File: src/rtl/cwc_fifo_pkg.sv
// rtl/cwc_fifo_pkg.sv - shared types and sizing for the CWC byte/bit FIFOs
package cwc_fifo_pkg;

  localparam int FIFO_DEPTH = 64;

  typedef logic [7:0] byte_t;

  // Occupancy counter width: must hold 0..depth inclusive
  function automatic int count_width(input int depth);
    return $clog2(depth) + 1;
  endfunction

endpackage

File: src/rtl/fifo_1_to_8_byte_ram.sv
// rtl/fifo_1_to_8_byte_ram.sv - DEPTHx8 simple dual-port RAM, sync write, registered sync read
module byte_ram
  import cwc_fifo_pkg::*;
#(
  parameter int DEPTH = FIFO_DEPTH,
  parameter int AW    = $clog2(DEPTH)
) (
  input  logic          clk,
  input  logic          rst,
  input  logic          i_wr_en,
  input  logic [AW-1:0] i_wr_addr,
  input  byte_t         i_wr_data,
  input  logic          i_rd_en,
  input  logic [AW-1:0] i_rd_addr,
  output byte_t         o_rd_data
);

  byte_t r_mem [DEPTH];
  byte_t r_q;

  // Write port; contents are deliberately never cleared
  always_ff @(posedge clk) begin
    if (i_wr_en) begin
      r_mem[i_wr_addr] <= i_wr_data;
    end
  end

  // Read port; the output register holds its value when no read is issued
  always_ff @(posedge clk) begin
    if (rst) begin
      r_q <= '0;
    end else if (i_rd_en) begin
      r_q <= r_mem[i_rd_addr];
    end
  end

  assign o_rd_data = r_q;

endmodule

File: src/rtl/fifo_1_to_8.sv
// rtl/fifo_1_to_8.sv - serial-bit to MSB-first byte packing FIFO with zero-padding flush
module fifo_1_to_8
  import cwc_fifo_pkg::*;
#(
  parameter int DEPTH = FIFO_DEPTH,
  parameter int CW    = count_width(DEPTH)
) (
  input  logic          clk,
  input  logic          rst,
  input  logic          din,
  input  logic          wr_en,
  input  logic          flush,
  input  logic          rd_en,
  output logic [7:0]    dout,
  output logic          valid,
  output logic          full,
  output logic          empty,
  output logic [CW-1:0] rd_data_count,
  output logic [2:0]    bit_count,
  output logic          overflow,
  output logic          underflow
);

  localparam int            AW         = $clog2(DEPTH);
  localparam logic [CW-1:0] FULL_COUNT = CW'(DEPTH);

  byte_t         r_asm;
  logic [2:0]    r_bc;
  logic [AW-1:0] r_wr_ptr;
  logic [AW-1:0] r_rd_ptr;
  logic [CW-1:0] r_count;
  logic          r_full;
  logic          r_empty;
  logic          r_valid;
  logic          r_overflow;
  logic          r_underflow;

  logic          w_wr_acc;
  logic          w_rd_acc;
  logic          w_flush_acc;
  logic          w_push;
  byte_t         w_asm_new;
  logic [CW-1:0] w_count_next;
  byte_t         w_rd_data;

  // Accept/push decisions; an accepted bit is merged before any flush so the
  // pushed byte always includes it, and a completing bit plus flush pushes once
  always_comb begin
    w_wr_acc  = wr_en && !r_full;
    w_rd_acc  = rd_en && !r_empty;
    w_asm_new = r_asm;
    if (w_wr_acc) begin
      w_asm_new[3'd7 - r_bc] = din;
    end
    w_flush_acc = flush && !r_full && ((r_bc != 3'd0) || w_wr_acc);
    w_push      = w_flush_acc || (w_wr_acc && (r_bc == 3'd7));
    w_count_next = r_count;
    if (w_push && !w_rd_acc) begin
      w_count_next = r_count + CW'(1);
    end else if (!w_push && w_rd_acc) begin
      w_count_next = r_count - CW'(1);
    end
  end

  // Assembly register and bit counter; unwritten low bits stay zero after a push
  always_ff @(posedge clk) begin
    if (rst) begin
      r_asm <= '0;
      r_bc  <= '0;
    end else if (w_push) begin
      r_asm <= '0;
      r_bc  <= '0;
    end else if (w_wr_acc) begin
      r_asm <= w_asm_new;
      r_bc  <= r_bc + 3'd1;
    end
  end

  // Pointers, occupancy and flags; flags track the next count so they move with it
  always_ff @(posedge clk) begin
    if (rst) begin
      r_wr_ptr <= '0;
      r_rd_ptr <= '0;
      r_count  <= '0;
      r_full   <= 1'b0;
      r_empty  <= 1'b1;
    end else begin
      if (w_push) begin
        r_wr_ptr <= r_wr_ptr + AW'(1);
      end
      if (w_rd_acc) begin
        r_rd_ptr <= r_rd_ptr + AW'(1);
      end
      r_count <= w_count_next;
      r_full  <= (w_count_next == FULL_COUNT);
      r_empty <= (w_count_next == '0);
    end
  end

  // Read-valid and one-cycle error pulses, judged on start-of-cycle flags
  always_ff @(posedge clk) begin
    if (rst) begin
      r_valid     <= 1'b0;
      r_overflow  <= 1'b0;
      r_underflow <= 1'b0;
    end else begin
      r_valid     <= w_rd_acc;
      r_overflow  <= (wr_en || flush) && r_full;
      r_underflow <= rd_en && r_empty;
    end
  end

  byte_ram #(
    .DEPTH (DEPTH),
    .AW    (AW)
  ) u_ram (
    .clk       (clk),
    .rst       (rst),
    .i_wr_en   (w_push),
    .i_wr_addr (r_wr_ptr),
    .i_wr_data (w_asm_new),
    .i_rd_en   (w_rd_acc),
    .i_rd_addr (r_rd_ptr),
    .o_rd_data (w_rd_data)
  );

  assign dout          = w_rd_data;
  assign valid         = r_valid;
  assign full          = r_full;
  assign empty         = r_empty;
  assign rd_data_count = r_count;
  assign bit_count     = r_bc;
  assign overflow      = r_overflow;
  assign underflow     = r_underflow;

endmodule

File: config.mk
export PLATFORM = sky130hd
export DESIGN_NAME = fifo_1_to_8
export DESIGN_NICKNAME = d
export VERILOG_FILES = /design/src/rtl/cwc_fifo_pkg.sv /design/src/rtl/fifo_1_to_8_byte_ram.sv /design/src/rtl/fifo_1_to_8.sv
export SDC_FILE = /design/constraint.sdc
export NUM_CORES = 1
export LEC_CHECK = 0
export CAP_MARGIN = 10
export CORE_MARGIN = 5
export CORE_UTILIZATION = 25
export CTS_CLUSTER_SIZE = 12
export DETAILED_ROUTE_END_ITERATION = 7
export DONT_BUFFER_PORTS = 1
export GPL_TIMING_DRIVEN = 0
export PLACE_DENSITY_LB_ADDON = 0.1
export SYNTH_ARGS = -nofsm -noshare
export SYNTH_HDL_FRONTEND = slang
export SYNTH_SLANG_ARGS = --single-unit
export TNS_END_PERCENT = 10
File: constraint.sdc
create_clock -name clk -period 4.82 [get_ports clk]
set_input_delay 0.964 -clock clk [delete_from_list [all_inputs] [get_ports clk]]
set_output_delay 0.964 -clock clk [all_outputs]
set_load 0.02 [all_outputs]
==> results.md <==
- Gate Count Post-Synth: 1197
- Post-route cell area: 0.02558 sq mm
- Placement Cell Area: 0.02348 sq mm
- Slowest stage cell, crit path: nor2_1
- DRT Pass-1 Iters: 5
- Max incr delay on CP: 1.02 ns
- Clk sinks: 555
- Clock network fraction of design power: 0.424
- Final slew viol count: 0
- Critical Path Start Type: flop
- Initial antenna violation count: 1
- Post-synthesis sequential area ratio: 0.7394
- Library cells used by synthesis: 56
- Final setup viols: 0
- Slew @ Worst Pin: 1.071 ns
- Worst EP required: 5.03 ns
- Endpoint type of the worst setup path: flop
- CP Data Arrival Time: 4.51 ns
- Die width: 306.4 um
- Crit-path cells: ha_1, ha_1, a21oi_1, nor4_1, nand3_1, nor2_1
- Worst Hold Class: in -> reg
- Synth Register Bits: 555
- Max cap viols: 0
- Post-cts sizing count: 0
- Die footprint: 0.09386 sq mm
- Maximum vdd drop: 0.0002514 V
- Root Buffer: clkbuf_16
- CTS Buf Count: 66
- Wire per inst: 27.42 um
- Syn Nets: 1210
- GRT Util Overall: 0.1421
- CTS tree: yes
- Standard-cell row count: 108
- Post-CTS setup buffer count: 0
- Clock slew at reported path FFs: 0.06 ns
- Hold buffer count at cts: 0
- FMAX: 232.4 MHz
- Antenna Nets Post-Route: 0
- Sum of negative setup slack: 0 ns
- CP dominant cell by count: ha_1
- Largest net degree at the start of global routing: 66
- P_leak: 8.144 nW
- Sequential power share: 0.474
- First-pass GRT wire length: 94190 um
- Port Buf Inserts: 0
- Primary FF master, synth: edfxtp_1
- Fin crit period: 4.303 ns
- Io pins: 29
- Net Sw Frac: 0.2470
- Final #Nets: 1284
- Placer Congestion: 0.7745
- Hold Worst Slack: 0.4858 ns
- Asr flop ratio synth: 0
- Number of synthesized flops with an enable pin: 512
- HPWL Detailed: 44170 um
- Worst Skew: 0.02266 ns
- Synth area leader: edfxtp_1
- DR vias/cell: 4.569
- Total wire length: 67770 um
- H-tree levels: 3
- Critical Path Fanout Max: 8
- Most frequent cells after synthesis: 512 x edfxtp_1, 94 x nor2_1, 89 x mux4_2
- Chip height: 306.4 um
- Fin. Hold Viols: 0
- Cell internal pwr: 8.588 mW
- Count leader, synth: edfxtp_1
- Area growth syn-to-layout: 16.52%
- Status: finished clean
- Share of layout cells above drive strength 1: 0.1854
- Initial Util: 0.2523
- Cell Area, Synth: 0.02196 sq mm
- RSZ-0062 raised after global routing: no
- Routed via count: 11295
- Yosys warning count: 0
- Aggregate global routing overflow: 0
- Final worst slack: 0.5174 ns
- Critical path class: reg -> reg
- Initial drt markers: 866
- Number of global-route vias before repair: 11816
- Switching power: 2.816 mW
- Max_slew headroom: 0.2832
- Syn_area_per_cell: 18.34 sq um
- Top cells by area, synth: edfxtp_1 70%, mux4_2 9.1%, dfxtp_1 3.9%
- Worst-Skew Late Latency: 0.60 ns
- Synth top area share: 0.7002
- Tcrit/Tclk final: 0.8926
- Gate power share: 0.102
- CTS Buffer Depth: 3
- Core area: 0.08702 sq mm
- Total power divided by cell area: 445.7 mW/mm^2
- Remaining DRCs: 0
- Pre-CTS setup slack: 0.3589 ns
path summary, 6_finish.rpt:
path / from / endpoint / slack (ns) / cells past startpoint
setup reg to reg: bit_count[1] / u_ram.r_mem[30][6] / 0.52 / 6
hold / removal: rd_en / underflow / 0.49 / 2
setup / recovery: bit_count[1] / u_ram.r_mem[30][6] / 0.52 / 6
hold reg to reg: r_rd_ptr[5] / r_rd_ptr[5] / 0.55 / 2
cells in the final DEF (no fill, tap or decap), types with 4 or more instances in the layout:
master / netlist / routed
a2111oi_0: 7 / 7
a211oi_1: 22 / 22
a21oi_1: 21 / 21
a22oi_1: 19 / 19
a32oi_1: 8 / 8
and3_1: 5 / 5
buf_1: 4 / 4
buf_12: 0 / 5
buf_2: 23 / 24
buf_4: 9 / 9
buf_6: 8 / 8
bufinv_16: 0 / 4
clkbuf_1: 27 / 44
clkbuf_16: 0 / 68
clkinv_1: 0 / 12
dfxtp_1: 43 / 43
edfxtp_1: 512 / 512
ha_1: 7 / 7
inv_1: 5 / 5
mux2_2: 8 / 5
mux2_4: 1 / 4
mux2i_1: 84 / 84
mux4_2: 89 / 89
nand2_1: 32 / 32
nand2b_1: 4 / 4
nand3_1: 18 / 18
nand3b_1: 6 / 6
nand4_1: 6 / 6
nor2_1: 94 / 94
nor2b_1: 39 / 39
o21ai_0: 10 / 10
o221ai_1: 16 / 16
o22ai_1: 16 / 16
o41ai_1: 7 / 7
xnor2_1: 5 / 5
xor2_1: 9 / 9
critical path: cells and delay by family (launching register included):
| family | cells | cell delay, ns |
|---|---|---|
| adders and majority gates | 2 | 0.51 |
| DFF | 1 | 0.63 |
| AOI/OAI and AO/OA | 1 | 0.17 |
| and+or+nand+nor | 3 | 2.58 |
flip-flops by register name (all words and copies together), names as in the netlist, 3 cells and up:
signal,cells
r_rd_ptr,6
u_ram.o_rd_data,8
u_ram.r_mem,512
r_wr_ptr,6
bit_count,3
r_asm,8
rd_data_count,7
logic make-up (layout without fill, tap and decap cells):
group,after synthesis,after routing,share of synthesized area
compound gates,132,132,0.04479
xor+xnor,15,15,0.006325
fa+ha+maj,7,7,0.003989
buf+inv,76,195,0.01858
flops,555,555,0.7394
mux,182,182,0.1344
other cells,0,1,0
simple gates,230,230,0.05254
stage by stage:
| step | util | cells | power (mW) |
|---|---|---|---|
| after floorplan | - | 1197 | 6.253 |
| after global placement | 0.2689 | 2352 | 6.693 |
| after detailed placement | 0.2699 | 2356 | 6.697 |
| after CTS | 0.2935 | 2469 | 11.58 |
| after global routing | 0.2940 | 2471 | 11.83 |
| final | 0.2940 | 2472 | 11.40 |
area by class of cell:
class / instances / area [sq um]
tap: 1155 / 1445
fill: 8689 / 61440
sequential: 555 / 16240
clock inverter: 25 / 251.5
buffer: 71 / 389.1
antenna: 1 / 2.502
timing repair buffer: 6 / 105.1
clock buffer: 88 / 1807
inverter: 5 / 18.77
multi-input combinational: 566 / 5330
power groups by stage:
stage	clock, mW	sequential [mW]	combinational, mW
after floorplan	0	5.47	0.783
after global placement	0	5.51	1.18
after detailed placement	0	5.51	1.19
after CTS	4.98	5.41	1.19
after global routing	5.16	5.41	1.25
final	4.84	5.41	1.16
per-layer routing:
metal	GRT usage	vias to the layer above	share of wire
met5	0	-	0
li1	-	4988	-
met1	0.1894	5951	0.45
met4	0.03833	0	0.021
met2	0.2375	264	0.48
met3	0.02941	92	0.050
Power figures use the tool's default switching activity.
